**config.mk**
```make
export PLATFORM = sky130hd
export DESIGN_NAME = usart_rx_core_flat
export DESIGN_NICKNAME = d
export VERILOG_FILES = /design/src/rtl/usart_pkg.sv /design/src/rtl/usart_rx_core_if.sv /design/src/rtl/usart_baud_tick.sv /design/src/rtl/usart_rx_core.sv /design/src/flat_wrapper.sv
export SDC_FILE = /design/constraint.sdc
export NUM_CORES = 1
export LEC_CHECK = 0
export ABC_AREA = 1
export CAP_MARGIN = 20
export CORE_ASPECT_RATIO = 0.5
export CORE_MARGIN = 5
export CORE_UTILIZATION = 60
export CTS_BUF_LIST = sky130_fd_sc_hd__clkbuf_16
export CTS_CLUSTER_DIAMETER = 60
export CTS_CLUSTER_SIZE = 16
export DETAILED_ROUTE_END_ITERATION = 6
export DONT_BUFFER_PORTS = 1
export MAX_ROUTING_LAYER = met4
export PLACE_DENSITY = 0.85
export SLEW_MARGIN = 10
export SYNTH_ARGS = -nofsm -noshare
export SYNTH_HDL_FRONTEND = slang
export SYNTH_HIERARCHICAL = 1
export SYNTH_SLANG_ARGS = --single-unit
export TNS_END_PERCENT = 10
```
**constraint.sdc**
```tcl
create_clock -name clk -period 2.5 [get_ports clk]
set_input_delay 0.125 -clock clk [delete_from_list [all_inputs] [get_ports clk]]
set_output_delay 0.125 -clock clk [all_outputs]
set_load 0.03 [all_outputs]
```
**src/rtl/usart_pkg.sv**
```systemverilog
// rtl/usart_pkg.sv - shared USART types and default frame parameters
// Used by both the receive and transmit paths.
package usart_pkg;

   typedef enum logic [2:0] {
      IDLE,
      START,
      DATA,
      PARITY,
      STOP
   } rx_state_t;

   localparam int USART_DATA_BITS  = 8;
   localparam int USART_OVERSAMPLE = 16;
   localparam int USART_DIV_W      = 12;

endpackage

```
**src/rtl/usart_rx_core_if.sv**
```systemverilog
// rtl/usart_rx_core_if.sv - bus-side receive buffer handshake
// The receiver is the master; the consumer takes rx_data and pulses rx_ack.
interface usart_rx_core_if #(
   parameter int DATA_BITS = usart_pkg::USART_DATA_BITS
) ();

   logic [DATA_BITS-1:0] rx_data;
   logic                 rx_valid;
   logic                 parity_err;
   logic                 frame_err;
   logic                 overrun;
   logic                 rx_ack;

   modport master (
      output rx_data,
      output rx_valid,
      output parity_err,
      output frame_err,
      output overrun,
      input  rx_ack
   );

   modport slave (
      input  rx_data,
      input  rx_valid,
      input  parity_err,
      input  frame_err,
      input  overrun,
      output rx_ack
   );

endinterface

```
**src/rtl/usart_baud_tick.sv**
```systemverilog
// rtl/usart_baud_tick.sv - oversampling tick divider shared by rx and tx
// Held at zero while idle; the divisor is only picked up on a reload so a change never shortens a tick.
module usart_baud_tick #(
   parameter int DIV_W = 12
) (
   input  logic             clk,
   input  logic             rst_n,
   input  logic             run,
   input  logic [DIV_W-1:0] div,
   output logic             tick
);

   logic [DIV_W-1:0] cnt;
   logic [DIV_W-1:0] div_q;

   assign tick = run && (cnt == div_q);

   always_ff @(posedge clk or negedge rst_n) begin
      if (!rst_n) begin
         cnt   <= '0;
         div_q <= '0;
      end else if (!run || tick) begin
         cnt   <= '0;
         div_q <= div;
      end else begin
         cnt   <= cnt + 1'b1;
      end
   end

endmodule

```
**src/rtl/usart_rx_core.sv**
```systemverilog
// rtl/usart_rx_core.sv - asynchronous 8N1/8E1/8O1 receiver with one-entry holding register
// Oversampled start-edge detection, mid-bit sampling, parity/framing/overrun reporting.
module usart_rx_core
   import usart_pkg::*;
#(
   parameter int DATA_BITS  = USART_DATA_BITS,
   parameter int OVERSAMPLE = USART_OVERSAMPLE,
   parameter int DIV_W      = USART_DIV_W
) (
   input  logic             clk,
   input  logic             rst_n,
   input  logic             rx,
   input  logic             rx_en,
   input  logic [DIV_W-1:0] baud_div,
   input  logic             parity_en,
   input  logic             parity_odd,
   output logic             busy,
   usart_rx_core_if.master  bus
);

   localparam int SCNT_W = $clog2(OVERSAMPLE);
   localparam int BIDX_W = (DATA_BITS > 1) ? $clog2(DATA_BITS) : 1;
   localparam logic [SCNT_W-1:0] SCNT_HALF = SCNT_W'(OVERSAMPLE / 2 - 1);
   localparam logic [SCNT_W-1:0] SCNT_LAST = SCNT_W'(OVERSAMPLE - 1);
   localparam logic [BIDX_W-1:0] BIDX_LAST = BIDX_W'(DATA_BITS - 1);

   logic                 rx_m;
   logic                 rx_s;
   logic                 rx_p;
   rx_state_t            state;
   rx_state_t            state_nxt;
   logic [SCNT_W-1:0]    scnt;
   logic [BIDX_W-1:0]    bidx;
   logic [DATA_BITS-1:0] shreg;
   logic                 perr;
   logic                 done;
   logic                 stop_bit;
   logic                 tick;
   logic                 run;
   logic                 fall;
   logic                 half_pt;
   logic                 mid_pt;
   logic                 clr;
   logic                 shift_en;
   logic                 par_en;
   logic                 stop_en;

   assign run     = rx_en && (state != IDLE);
   assign fall    = rx_p & ~rx_s;
   assign half_pt = tick && (scnt == SCNT_HALF);
   assign mid_pt  = tick && (scnt == SCNT_LAST);
   assign busy    = (state != IDLE);

   usart_baud_tick #(
      .DIV_W (DIV_W)
   ) u_tick (
      .clk   (clk),
      .rst_n (rst_n),
      .run   (run),
      .div   (baud_div),
      .tick  (tick)
   );

   // Idle-high reset so a line that is already idle never looks like a start edge.
   always_ff @(posedge clk or negedge rst_n) begin
      if (!rst_n) begin
         rx_m <= 1'b1;
         rx_s <= 1'b1;
         rx_p <= 1'b1;
      end else begin
         rx_m <= rx;
         rx_s <= rx_m;
         rx_p <= rx_s;
      end
   end

   always_ff @(posedge clk or negedge rst_n) begin
      if (!rst_n) begin
         state <= IDLE;
      end else begin
         state <= state_nxt;
      end
   end

   always_comb begin
      state_nxt = state;
      clr       = 1'b0;
      shift_en  = 1'b0;
      par_en    = 1'b0;
      stop_en   = 1'b0;
      if (!rx_en) begin
         state_nxt = IDLE;
      end else begin
         case (state)
            IDLE: begin
               if (fall) begin
                  state_nxt = START;
                  clr       = 1'b1;
               end
            end
            START: begin
               if (half_pt) begin
                  if (rx_s) begin
                     state_nxt = IDLE;
                  end else begin
                     state_nxt = DATA;
                     clr       = 1'b1;
                  end
               end
            end
            DATA: begin
               if (mid_pt) begin
                  shift_en = 1'b1;
                  if (bidx == BIDX_LAST) begin
                     state_nxt = parity_en ? PARITY : STOP;
                  end
               end
            end
            PARITY: begin
               if (mid_pt) begin
                  par_en    = 1'b1;
                  state_nxt = STOP;
               end
            end
            STOP: begin
               // Leaving at mid stop bit lets the next start edge be caught early.
               if (mid_pt) begin
                  stop_en   = 1'b1;
                  state_nxt = IDLE;
               end
            end
            default: state_nxt = IDLE;
         endcase
      end
   end

   always_ff @(posedge clk or negedge rst_n) begin
      if (!rst_n) begin
         scnt     <= '0;
         bidx     <= '0;
         shreg    <= '0;
         perr     <= 1'b0;
         done     <= 1'b0;
         stop_bit <= 1'b0;
      end else begin
         if (clr) begin
            scnt <= '0;
         end else if (tick) begin
            scnt <= (scnt == SCNT_LAST) ? '0 : scnt + 1'b1;
         end
         if (clr) begin
            bidx <= '0;
         end else if (shift_en) begin
            bidx <= bidx + 1'b1;
         end
         if (shift_en) begin
            shreg <= {rx_s, shreg[DATA_BITS-1:1]};
         end
         if (clr) begin
            perr <= 1'b0;
         end else if (par_en) begin
            perr <= ^shreg ^ rx_s ^ parity_odd;
         end
         done <= stop_en;
         if (stop_en) begin
            stop_bit <= rx_s;
         end
      end
   end

   // Holding register: an unacknowledged full buffer keeps the old frame and flags the loss.
   always_ff @(posedge clk or negedge rst_n) begin
      if (!rst_n) begin
         bus.rx_data    <= '0;
         bus.rx_valid   <= 1'b0;
         bus.parity_err <= 1'b0;
         bus.frame_err  <= 1'b0;
         bus.overrun    <= 1'b0;
      end else if (done) begin
         if (bus.rx_valid && !bus.rx_ack) begin
            bus.overrun <= 1'b1;
         end else begin
            bus.rx_data    <= shreg;
            bus.rx_valid   <= 1'b1;
            bus.parity_err <= perr & parity_en;
            bus.frame_err  <= ~stop_bit;
            if (bus.rx_ack) begin
               bus.overrun <= 1'b0;
            end
         end
      end else if (bus.rx_ack && bus.rx_valid) begin
         bus.rx_valid   <= 1'b0;
         bus.parity_err <= 1'b0;
         bus.frame_err  <= 1'b0;
         bus.overrun    <= 1'b0;
      end
   end

endmodule
```
**src/flat_wrapper.sv**
```systemverilog
// flat-port wrapper written by rule: the top's interface ports become plain ports
module usart_rx_core_flat import usart_pkg::*;
#(
   parameter int DATA_BITS  = USART_DATA_BITS,
   parameter int OVERSAMPLE = USART_OVERSAMPLE,
   parameter int DIV_W      = USART_DIV_W
)
  (clk, rst_n, rx, rx_en, baud_div, parity_en, parity_odd, busy, bus_rx_data, bus_rx_valid, bus_parity_err, bus_frame_err, bus_overrun, bus_rx_ack);
  usart_rx_core_if #(.DATA_BITS(DATA_BITS)) bus_i ();
  input  logic clk;
  input  logic rst_n;
  input  logic rx;
  input  logic rx_en;
  input  logic [DIV_W-1:0] baud_div;
  input  logic parity_en;
  input  logic parity_odd;
  output logic busy;
  output wire logic [$bits(bus_i.rx_data)-1:0] bus_rx_data;
  output wire logic [$bits(bus_i.rx_valid)-1:0] bus_rx_valid;
  output wire logic [$bits(bus_i.parity_err)-1:0] bus_parity_err;
  output wire logic [$bits(bus_i.frame_err)-1:0] bus_frame_err;
  output wire logic [$bits(bus_i.overrun)-1:0] bus_overrun;
  input wire logic [$bits(bus_i.rx_ack)-1:0] bus_rx_ack;
  assign bus_rx_data = bus_i.rx_data;
  assign bus_rx_valid = bus_i.rx_valid;
  assign bus_parity_err = bus_i.parity_err;
  assign bus_frame_err = bus_i.frame_err;
  assign bus_overrun = bus_i.overrun;
  assign bus_i.rx_ack = bus_rx_ack;
  usart_rx_core #(.DATA_BITS(DATA_BITS), .OVERSAMPLE(OVERSAMPLE), .DIV_W(DIV_W)) u_core (.clk(clk), .rst_n(rst_n), .rx(rx), .rx_en(rx_en), .baud_div(baud_div), .parity_en(parity_en), .parity_odd(parity_odd), .busy(busy), .bus(bus_i));
endmodule
```
==> run summary <==
The flow ran to the end, and the final reports show no timing, DRC or antenna violations. The detail-routed via count per cell is 5.20. The count of maximum capacitance violations is 0. Relative to the synthesized area, the layout overhead comes to 15.5%. The area of the multi-input gates came out at 1350 sq um.

The synthesized design spends more area on one cell type than any other, namely dfrtp_1. The count of synthesis-stage warnings from yosys is 6. For the pin with the worst max-slew slack, the measured transition is 478 ps.

The fmax is 0.461 GHz. The static leakage is 1.82 nW. After filler insertion, the fill cell instance count of the layout stands at 333. The pre-antenna-repair detailed-routing pass consisted of 6 iterations. Hold is met by 41.0 ps. The core region area is 4980 sq um. TritonCTS built the clock tree. Synthesis handed over a netlist of 380 instances. The count of pins over their slew limit is 0. The worst path required time is 2710 ps. The minimum clock period is 2170 ps. After Yosys synthesis, and, or, nand and nor cells account for 30.2% of the synthesized area. The arithmetic-cell share of the synthesized area counting full adders, half adders and majority gates came out at 1.60%.

For this block, the routed nets add up to 6.48 mm of wire. The clock latency on the worst-skew pair is 320 ps. The worst-case clock buffer depth came out at 2. The clock tree synthesis step divided the H-tree into 3 levels. The critical path capture point type is a register. The register clock-pin slew on the reported worst setup and hold paths came out at 50 ps. The number of global-route vias before repair came out at 2485. The initial antenna violation count was 0.

The startpoint kind of the worst setup timing path is a register. The final clock skew came out at 5.56 ps. Setup repair after global routing left no endpoint under its margin.

The final layout contains 427 nets. In the synthesized netlist, the cells that appear most often are nand2_1 (114), dfrtp_1 (57), inv_1 (48). STA puts the critical path data arrival time at 2380 ps.

By area, the combinational part of the netlist is dominated by simple AND/OR/NAND/NOR gates. The tree is rooted in a clkbuf_16. The number of design rule violations left after detail routing is 0.

Along the worst path, the maximum fanout reaches 18. The number of hold-repair buffers added at the cts stage is 17. The clock drives 60 sinks. The largest net degree at the start of global routing came out at 61. The number of nets with antenna violations after detailed routing is 0. The power per cell area came out at 716 nW/um^2. After synthesis, flip-flops and latches occupy 48.2% of the total area. By instance count, the leading cell after synthesis is nand2_1.

The share of async-settable or async-resettable flops after synthesis is 100%. The fraction of synthesized cell area in xor and xnor cells is 4.49%. The critical path is of the reg -> reg type. In the final timing run, aggregate negative setup slack is 0 ps. The global-route wire length before repair is 11.2 mm. The final period utilization came out at 86.7%. The worst voltage drop across the vdd grid came out at 0.423 mV. The number of buffers created by CTS is 9.

The proportion of layout cells with a drive suffix above 1 came out at 13.9%. The die span in y came out at 61.0 um. The compound-cell area share of the yosys netlist is 6.61%.

After legalization and detailed placement, the total HPWL measured 4.19 mm. In the synthesized netlist the dominant register cell turns out to be dfrtp_1. The floorplan step defined a die boundary enclosing 6830 sq um. The x dimension of the die is 112 um. The setup fix buffers added after clock tree synthesis came out at 0. The number of port buffers is 0. The multiplexer area fraction after synthesis came out at 0.361%.

The number of nets in the synthesized netlist came out at 403. The total inserted antenna cells is 0. The I/O pin count came out at 32. The total track usage is 21.6%.

The detailed-route via count came out at 2489. In the post-synthesis netlist, the biggest area contributors are dfrtp_1 (46%), nand2_1 (14%), inv_1 (5.8%). At the end of routability-driven placement, the weighted congestion stood at 0.859. Yosys mapped a number of flops with a built-in enable equal to 0. The number of cell rows is 18.

The post-cts resize count is 0. In this run, distinct cell masters in the synthesized netlist total 34. The tightest min-delay check is of the in -> reg type. The final hold violation count is 0. The sequential cell area came out at 1510 sq um. The synthesized area divided by synthesized cell count came out at 8.22 sq um. The register bit total from synthesis came out at 60. The finished layout holds 479 standard cells, fillers aside. Setup violations remaining at the end of the flow were counted as 0.

The mapped netlist covers 3120 sq um. After the first detailed-routing iteration, the DRC count stood at 165. Measured against its own limit, the worst slew margin works out to 67.9%. The total grt overflow is 0.

The number of placed cells counting well taps came out at 446. The initial standard-cell utilization of the core came out at 62.7%. The share of synthesized area in the top cell type comes to 45.7%. The average wire per cell in the routed design is 13.5 um.
## through the flow
| stage | cell area [sq um] | total power [W] | worst slack, ps | util, % |
|---|---|---|---|---|
| finish | 3610 | 0.00258 | 333 | 72.4 |
| global route | 3610 | 0.00271 | 85.8 | 72.4 |
| CTS | 3610 | 0.00258 | 349 | 72.4 |
| detailed placement | 3170 | 0.00150 | 363 | 63.6 |
| global placement | 3170 | 0.00148 | 454 | 63.6 |
| floorplan | 3120 | 0.00145 | 252 | - |
## per-layer routing
layer,wire (um),track usage [%]
met1,2780,24.1
met2,3240,37.8
met3,330,7.37
met4,123,6.85
met5,0,-
## state kept, by name (all words and copies together) (netlist names)
name / cells
u_core/bus.rx_data: 8
u_core/rx_m: 1
u_core/bidx: 3
u_core/bus.rx_valid: 1
u_core/rx_p: 1
u_core/perr: 1
u_core/scnt: 4
u_core/u_tick/cnt: 12
u_core/rx_s: 1
u_core/state: 3
u_core/done: 1
u_core/u_tick/div_q: 12
u_core/bus.frame_err: 1
u_core/bus.parity_err: 1
u_core/stop_bit: 1
u_core/shreg: 8
u_core/bus.overrun: 1
## cells by family after synthesis
| group | Yosys count |
|---|---|
| buf+inv | 59 |
| flops | 60 |
| fa+ha+maj | 4 |
| compound gates | 36 |
| simple gates | 204 |
| mux | 1 |
| xor+xnor | 16 |
## cells in the final DEF (no fill, tap or decap), drive strengths merged, types with 3 or more instances in the layout
master / count
clkinv: 4
dlygate4sd3: 16
ha: 4
nand3: 26
nor2: 34
xor2: 6
nand4: 5
buf: 5
o21ai: 25
a21oi: 5
nand2: 136
dfstp: 3
inv: 54
xnor2: 10
clkbuf: 9
dfrtp: 57
## layout make-up
cell class | instances | share of cell area [%]
Multi-Input combinational cell | 261 | 37.5
Clock buffer | 9 | 6.25
Sequential cell | 60 | 41.7
Tap cell | 70 | 2.43
Clock inverter | 7 | 0.763
Inverter | 51 | 5.31
Timing Repair Buffer | 21 | 6.04
## where the power goes
| group | switching [W] | internal (W) | leakage [nW] |
|---|---|---|---|
| registers | 0.0000771 | 0.00105 | 0.773 |
| logic | 0.000278 | 0.000147 | 0.909 |
| clock network | 0.000388 | 0.000644 | 0.136 |
| total | 0.000744 | 0.00184 | 1.82 |
## critical path, cell delays in order, from the launching register on
cell and delay, ps:
dfrtp_1 430, xnor2_1 190, nand2_1 90, nor2_2 150
nand3_4 110, nor2_1 140, inv_1 130, nor2_4 200
nand2_4 90, nor2_8 230, inv_2 100, nand2_1 70
nand2_1 50, nand2_1 50, inv_1 40
## final timing paths
| check | start | endpoint | slack [ps] | cells past startpoint |
|---|---|---|---|---|
| hold reg to reg | u_core/rx_m | u_core/rx_s | 350 | 0 |
| setup / recovery | u_core/u_tick/cnt[7] | u_core/bidx[2] | 330 | 14 |
| hold / removal | rx_en | u_core/done | 40 | 2 |
| min in group asynchronous | rst_n | u_core/bidx[2] | 350 | 2 |
| setup reg to reg | u_core/u_tick/cnt[7] | u_core/bidx[2] | 330 | 14 |
| max in group asynchronous | rst_n | u_core/rx_p | 1880 | 2 |
Note: power is estimated with default switching activity, not from simulation.
